===== src/rtl/axis_128b_to_16b_if.sv =====
// AXI-Stream bundle shared by the wide (128B) and narrow (16B) sides of the TX down-converter.
`timescale 1ns/1ps
interface axis_128b_to_16b_if #(
    parameter int DATA_W = 128,
    parameter int USER_W = 8,
    parameter int TID_W  = 3
) ();
    logic [DATA_W-1:0] tdata;
    logic [USER_W-1:0] tuser;
    logic [TID_W-1:0]  tid;
    logic              tvalid;
    logic              tlast;
    logic              tready;

    modport master (output tdata, tuser, tid, tvalid, tlast, input tready);
    modport slave  (input tdata, tuser, tid, tvalid, tlast, output tready);
endinterface


===== src/rtl/axis_128b_to_16b.sv =====
// TX width down-converter: one 128-byte AXIS beat becomes up to eight 16-byte flits in wire byte order.
// Optional sticky protocol checks on the input side are enabled with AXIS_DN_ERR_CHK_EN.
`timescale 1ns/1ps
module axis_128b_to_16b #(
    parameter int TID_W     = 3,
    parameter bit HOLD_ZERO = 1'b0
) (
    input  logic clk,
    input  logic rst,
    axis_128b_to_16b_if.slave  s_axis,
    axis_128b_to_16b_if.master m_axis
`ifdef AXIS_DN_ERR_CHK_EN
    ,
    output logic [2:0] err_o
`endif
);

    typedef enum logic {IDLE, SEND} state_t;

    state_t           state, state_nxt;
    logic [1023:0]    hold_data;
    logic             hold_sop;
    logic             hold_eop;
    logic [TID_W-1:0] hold_tid;
    logic [2:0]       flit_idx;
    logic [2:0]       last_idx;
    logic [3:0]       last_bc;
    logic [7:0]       nbytes_in;
    logic [7:0]       nbytes_m1;
    logic             s_hs;
    logic             m_hs;
    logic             final_flit;
    logic [127:0]     lane;
    logic [2:0]       unused_bits;

    assign unused_bits = {s_axis.tuser[9:7]} ^ {nbytes_m1[7], 2'b00};

    // Byte count of the incoming beat; empty only matters when the beat closes a packet.
    assign nbytes_in  = s_axis.tlast ? (8'd128 - {1'b0, s_axis.tuser[6:0]}) : 8'd128;
    assign nbytes_m1  = nbytes_in - 8'd1;
    assign final_flit = (flit_idx == last_idx);
    assign s_hs       = s_axis.tvalid && s_axis.tready;
    assign m_hs       = m_axis.tvalid && m_axis.tready;

    always_ff @(posedge clk or posedge rst) begin
        if (rst) begin
            state <= IDLE;
        end else begin
            state <= state_nxt;
        end
    end

    always_comb begin
        state_nxt     = state;
        m_axis.tvalid = 1'b0;
        s_axis.tready = 1'b0;
        case (state)
            IDLE: begin
                s_axis.tready = !rst;
                if (s_axis.tvalid) begin
                    state_nxt = SEND;
                end
            end
            SEND: begin
                m_axis.tvalid = 1'b1;
                // Accept the next beat alongside the final flit so the output has no bubble.
                s_axis.tready = !rst && m_axis.tready && final_flit;
                if (m_axis.tready && final_flit) begin
                    state_nxt = s_axis.tvalid ? SEND : IDLE;
                end
            end
            default: state_nxt = IDLE;
        endcase
    end

    always_ff @(posedge clk or posedge rst) begin
        if (rst) begin
            hold_data <= '0;
            hold_sop  <= 1'b0;
            hold_eop  <= 1'b0;
            hold_tid  <= '0;
            flit_idx  <= '0;
            last_idx  <= '0;
            last_bc   <= '0;
        end else if (s_hs) begin
            hold_data <= s_axis.tdata;
            hold_sop  <= s_axis.tuser[10];
            hold_eop  <= s_axis.tlast;
            hold_tid  <= s_axis.tid;
            flit_idx  <= '0;
            last_idx  <= nbytes_m1[6:4];
            last_bc   <= nbytes_m1[3:0];
        end else if (m_hs && !final_flit) begin
            flit_idx <= flit_idx + 3'd1;
        end
    end

    // Lanes are stored byte-reversed relative to the wire, so each flit flips its 16 bytes.
    always_comb begin
        lane          = '0;
        m_axis.tdata  = '0;
        m_axis.tuser  = '0;
        m_axis.tid    = '0;
        m_axis.tlast  = 1'b0;
        if (state == SEND) begin
            lane = hold_data[{flit_idx, 7'd0} +: 128];
            for (int j = 0; j < 16; j++) begin
                if (HOLD_ZERO && final_flit && (j > int'(last_bc))) begin
                    m_axis.tdata[j*8 +: 8] = 8'h00;
                end else begin
                    m_axis.tdata[j*8 +: 8] = lane[(15-j)*8 +: 8];
                end
            end
            m_axis.tuser[7]   = hold_sop && (flit_idx == 3'd0);
            m_axis.tuser[6:0] = final_flit ? {3'b000, last_bc} : 7'd15;
            m_axis.tid        = hold_tid;
            m_axis.tlast      = hold_eop && final_flit;
        end
    end

`ifdef AXIS_DN_ERR_CHK_EN
    logic pkt_open;

    // A packet stays open from a sop beat until a beat with tlast is accepted.
    always_ff @(posedge clk or posedge rst) begin
        if (rst) begin
            err_o    <= 3'b000;
            pkt_open <= 1'b0;
        end else if (s_hs) begin
            if (s_axis.tlast != s_axis.tuser[9]) begin
                err_o[0] <= 1'b1;
            end
            if (s_axis.tuser[10] && pkt_open) begin
                err_o[1] <= 1'b1;
            end
            if (!s_axis.tlast && (s_axis.tuser[6:0] != 7'd0)) begin
                err_o[2] <= 1'b1;
            end
            if (s_axis.tlast) begin
                pkt_open <= 1'b0;
            end else if (s_axis.tuser[10]) begin
                pkt_open <= 1'b1;
            end
        end
    end
`endif

endmodule


===== src/flat_wrapper.sv =====
// flat-port wrapper written by rule: the top's interface ports become plain ports
module axis_128b_to_16b_flat 
#(
    parameter int TID_W     = 3,
    parameter bit HOLD_ZERO = 1'b0
)
  (clk, rst, s_axis_tdata, s_axis_tuser, s_axis_tid, s_axis_tvalid, s_axis_tlast, s_axis_tready, m_axis_tdata, m_axis_tuser, m_axis_tid, m_axis_tvalid, m_axis_tlast, m_axis_tready);
  axis_128b_to_16b_if #(.DATA_W(1024), .USER_W(11), .TID_W(TID_W)) s_axis_i ();
  axis_128b_to_16b_if #(.DATA_W(128), .USER_W(8), .TID_W(TID_W)) m_axis_i ();
  input  logic clk;
  input  logic rst;
  input wire logic [$bits(s_axis_i.tdata)-1:0] s_axis_tdata;
  input wire logic [$bits(s_axis_i.tuser)-1:0] s_axis_tuser;
  input wire logic [$bits(s_axis_i.tid)-1:0] s_axis_tid;
  input wire logic [$bits(s_axis_i.tvalid)-1:0] s_axis_tvalid;
  input wire logic [$bits(s_axis_i.tlast)-1:0] s_axis_tlast;
  output wire logic [$bits(s_axis_i.tready)-1:0] s_axis_tready;
  output wire logic [$bits(m_axis_i.tdata)-1:0] m_axis_tdata;
  output wire logic [$bits(m_axis_i.tuser)-1:0] m_axis_tuser;
  output wire logic [$bits(m_axis_i.tid)-1:0] m_axis_tid;
  output wire logic [$bits(m_axis_i.tvalid)-1:0] m_axis_tvalid;
  output wire logic [$bits(m_axis_i.tlast)-1:0] m_axis_tlast;
  input wire logic [$bits(m_axis_i.tready)-1:0] m_axis_tready;
  assign s_axis_i.tdata = s_axis_tdata;
  assign s_axis_i.tuser = s_axis_tuser;
  assign s_axis_i.tid = s_axis_tid;
  assign s_axis_i.tvalid = s_axis_tvalid;
  assign s_axis_i.tlast = s_axis_tlast;
  assign s_axis_tready = s_axis_i.tready;
  assign m_axis_tdata = m_axis_i.tdata;
  assign m_axis_tuser = m_axis_i.tuser;
  assign m_axis_tid = m_axis_i.tid;
  assign m_axis_tvalid = m_axis_i.tvalid;
  assign m_axis_tlast = m_axis_i.tlast;
  assign m_axis_i.tready = m_axis_tready;
  axis_128b_to_16b #(.TID_W(TID_W), .HOLD_ZERO(HOLD_ZERO)) u_core (.clk(clk), .rst(rst), .s_axis(s_axis_i), .m_axis(m_axis_i));
endmodule

===== config.mk =====
export PLATFORM = sky130hd
export DESIGN_NAME = axis_128b_to_16b_flat
export DESIGN_NICKNAME = d
export VERILOG_FILES = /design/src/rtl/axis_128b_to_16b_if.sv /design/src/rtl/axis_128b_to_16b.sv /design/src/flat_wrapper.sv
export SDC_FILE = /design/constraint.sdc
export NUM_CORES = 2
export LEC_CHECK = 0
export ABC_AREA = 0
export CORE_AREA = 2 2 458 460
export DETAILED_ROUTE_END_ITERATION = 8
export DIE_AREA = 0 0 460 462
export HOLD_SLACK_MARGIN = 0.12
export PLACE_DENSITY_LB_ADDON = 0.15
export SYNTH_ARGS = -nofsm -noshare
export SYNTH_HDL_FRONTEND = slang
export SYNTH_SLANG_ARGS = --single-unit

===== constraint.sdc =====
create_clock -name clk -period 44.8 [get_ports clk]
set_input_delay 6.72 -clock clk [delete_from_list [all_inputs] [get_ports clk]]
set_output_delay 6.72 -clock clk [all_outputs]
set_load 0.05 [all_outputs]

# Yosys cells after proc, flatten, opt, wreduce, memory -nomap -nowiden

Index checks and enable logic that the tools add are counted.

Logic and storage cells: 39
Bits in registers: 1040

Equality and inequality tests: 1
Bitwise operators: 1
Mux-type cells: 13
Reductions and logical operators: 12
Shift operators: 1
Add/subtract/negate cells: 3

Operator list:

| kind                   | count |
|---|---|
| $shiftx A1024 B11 Y128 | 1 |
| $mux W128              | 1 |
| $mux W3                | 3 |
| $logic_and A1 B1 Y1    | 8 |
| $mux W8                | 1 |
| $mux W7                | 1 |
| $sub A1 B7 Y7 const A  | 1 |
| $sub A7 B1 Y7 const B  | 1 |
| $mux W1                | 4 |
| $mux W4                | 1 |
| $pmux W1 S2            | 2 |
| $add A3 B1 Y3 const B  | 1 |
| $eq A3 B3 Y1           | 1 |
| $logic_not A3 Y1       | 1 |
| $logic_not A1 Y1       | 2 |
| $reduce_bool A2 Y1     | 1 |
| $not A1 Y1             | 1 |

# Longest topological paths before layout

Depth after elaboration: 6
Mapped depth: 9
Gate-level depth less buffers: 8

# Worst setup path after synthesis

No wires, ideal clock.

Path kind: input port to output port
From: input m_axis_tready
To: output s_axis_tready
Stages: 2
Data required time: 38.080 ns
Arrival: 7.508 ns
Buffers on the path: 0
Slack: 30.572 ns
Cells stage by stage: a41oi_2 nor2_1

Word-level cells in the longest chain between the ends: 3

Ends and longest elaborated chain:

| what                             | line                   | text |
|---|---|---|
| from (decl)                      | flat_wrapper.sv:23     | `input wire logic [$bits(m_axis_i.tready)-1:0] m_axis_tready;` |
| $logic_and A1 B1 Y1 (2 in a row) | axis_128b_to_16b.sv:67 | `s_axis.tready = !rst && m_axis.tready && final_flit;` |
| $pmux W1 S2                      | axis_128b_to_16b.sv:57 | `case (state)` |
| to (decl)                        | flat_wrapper.sv:17     | `output wire logic [$bits(s_axis_i.tready)-1:0] s_axis_tready;` |

No other way between the ends.

# Final worst setup path

Same ends and word-level chain as after synthesis.

==> impl_metrics.ini <==
[global_routing]
grt_pass1_wl_um = 283000
grt_pass1_vias = 40674
grt-ovfl-total = 0
grt_start_max_net_pins = 197
grt_antenna_before_repair = 137
grt_use_total = 0.182

[clocking]
cts_root_buf = clkbuf_16
clk_pin_slew_ns = 0.06
htree_levels = 4
cts_resized = 0
postCtsHoldBufs = 0
cts.sinks = 1040
cts_tree = done
cts_setup_buffers = 0
clockBufferDepth = 3
cts_inserted_buffers = 134
clock_latency_ns = 0.80

[yosys]
synth_warnings = 0
synth_top_area_cell = dfrtp_1
syn_area_per_cell_um2 = 9.49
netlist_top_cells_area = dfrtp_1 54%, nand2_1 24%, mux4_2 12%
syn_inst = 5053
synth_cell_types = 42
synth-seq-cells = 1040
synth_commonest_cells = 3,095 x nand2_1, 1,040 x dfrtp_1, 256 x mux4_2, 147 x nor2_1, 133 x buf_2
yosysSeqAreaShare = 0.543
async_flop_share = 1.00
synth_edf_count = 0
ys.flop_type = dfrtp_1
yosys.area.top_type_share = 0.543
yosysMostFrequentCell = nand2_1
netlist_area_um2 = 47900

[worst_setup_path]
worstPathArrival_ns = 8.69
crit_type = in -> out
cp.required_ns = 38.08
cp-end-kind = output port
start_kind = input port
cp_max_fo = 4

[cells_and_area]
utilization = 0.317
nets = 7145
final_layout_size_suffix_gt1_frac = 0.0840
stdcell_count = 8977
syn_to_final_growth_pct = 37.6

[timing]
slew_headroom = 0.172
grt_setup_unrepaired = no
timing.fmax_mhz = 64.9
setup_viol = 0
fin_crit_ns = 15.41
skew_ns = 0.0302
tns_ns = 0
slew_violations = 0
hold_viol = 0
fin_crit_sh = 0.344
tightest_slew_ns = 1.24

[flow_run]
max-cap-violations = 0

[detailed_routing]
drc = 0
vias = 38655
antenna_left = 0
vias_per_cell = 4.31
wl_per_cell_um = 22.0
finalWirelength_um = 197000
firstDrtPassIters = 5
drt_iter0_drc = 2456

[die]
rows = 168
core_um2 = 208000
dieHeight_um = 462
initial_core_util = 0.230
dieArea_um2 = 213000
io_pins = 1185
die_width_um = 460

[placement]
place.gp.congestion = 0.836
place_inst = 8682
io_buffers = 1178
place_hpwl_um = 140000

[power]
leakage_nw = 31.7
vdd_drop_max_uv = 57.6
powerDensity_nw_per_um2 = 74.8
power_mw = 4.94

[hold_path]
hp-class = reg -> reg

[status]
status = finished clean
==> cell type report <==
| type | instances | area (um^2) |
|---|---|---|
| clock buffers | 201 | 3920 |
| clock inverters | 37 | 469 |
| repair buffers | 1229 | 12300 |
| fillers | 21836 | 142000 |
| diodes | 57 | 143 |
| flip-flops and latches | 1040 | 26000 |
| inverters | 7 | 38.8 |
| well taps | 2720 | 3400 |
| multi-input cells | 3686 | 19700 |
==> per-stage QoR <==
step	cell area, um^2	hold slack (ns)	setup slack (ns)
after CTS	65900	0.470	29.33
after global routing	65900	0.486	29.35
after global placement	61500	0.452	29.35
final	66000	0.468	29.39
after floorplan	48000	0.437	8.81
after detailed placement	61500	0.457	29.34
==> routing by layer <==
layer  GRT usage  part of all wire
met1       0.218              0.41
met2       0.289              0.46
met3      0.0733             0.091
met4      0.0749             0.036
met5           0            0.0040
==> cells in the final DEF, fill, tap and decap left out, types with 4 or more instances in the layout <==
cell type and n:
a31oi_1 4, buf_12 9, buf_4 42, bufinv_16 5, clkbuf_1 37, clkbuf_16 135, clkbuf_8 29, clkdlybuf4s50_1 1178
clkinv_2 14, clkinv_8 4, dfrtp_1 1037, diode_2 57, ha_1 4, inv_1 5, inv_6 8, mux2i_1 129
mux4_2 256, nand2_1 3095, nor2_1 147, o21ai_0 6, xor2_1 4
==> worst max-delay path: stages <==
cell and delay, ns:
clkdlybuf4s50_1 0.52, a41oi_2 0.21, nor2_1 0.26, clkdlybuf4s50_1 0.97
==> worst paths after layout <==
check                      cells after the start             startpoint  slack (ns)                    end
max                                            4          m_axis_tready       29.39          s_axis_tready
max in group asynchronous                      8                    rst       32.91  u_core.hold_data[553]
min in group asynchronous                      2                    rst        6.79  u_core.hold_data[633]
max reg2reg                                   12     u_core.flit_idx[1]       36.80  u_core.hold_data[941]
min                                            2  u_core.hold_data[286]        0.47  u_core.hold_data[286]
min reg2reg                                    2  u_core.hold_data[286]        0.47  u_core.hold_data[286]
==> registers in the layout, summed over array words and instances (netlist names) <==
signal	count
u_core.hold_data	1024
u_core.last_bc	4
u_core.flit_idx	3
u_core.hold_tid	3
u_core.last_idx	3
u_core.hold_eop	1
u_core.hold_sop	1
u_core.state	1
==> power breakdown <==
group	switching [mW]	internal, mW	total [mW]	leakage (nW)
sequential	0.253	1.35	1.60	13.2
combinational	1.36	0.892	2.25	16.4
clock	0.453	0.637	1.09	2.14
total	2.06	2.87	4.94	31.7
==> cell families (layout without fill, tap and decap cells) <==
| family | count (synthesis) | in the layout | share of synthesized area |
|---|---|---|---|
| AND/OR/NAND/NOR | 3264 | 3264 | 0.257 |
| flip-flops | 1040 | 1040 | 0.543 |
| multiplexers | 385 | 385 | 0.147 |
| buffers and inverters | 329 | 1474 | 0.0467 |
| AO/OA/AOI/OAI | 20 | 20 | 0.00292 |
| XOR/XNOR | 10 | 10 | 0.00230 |
| adder cells (fa/ha/maj) | 4 | 4 | 0.00104 |
| other | 1 | 60 | 0.0000782 |
No activity file was read; power rests on OpenSTA's default activity.
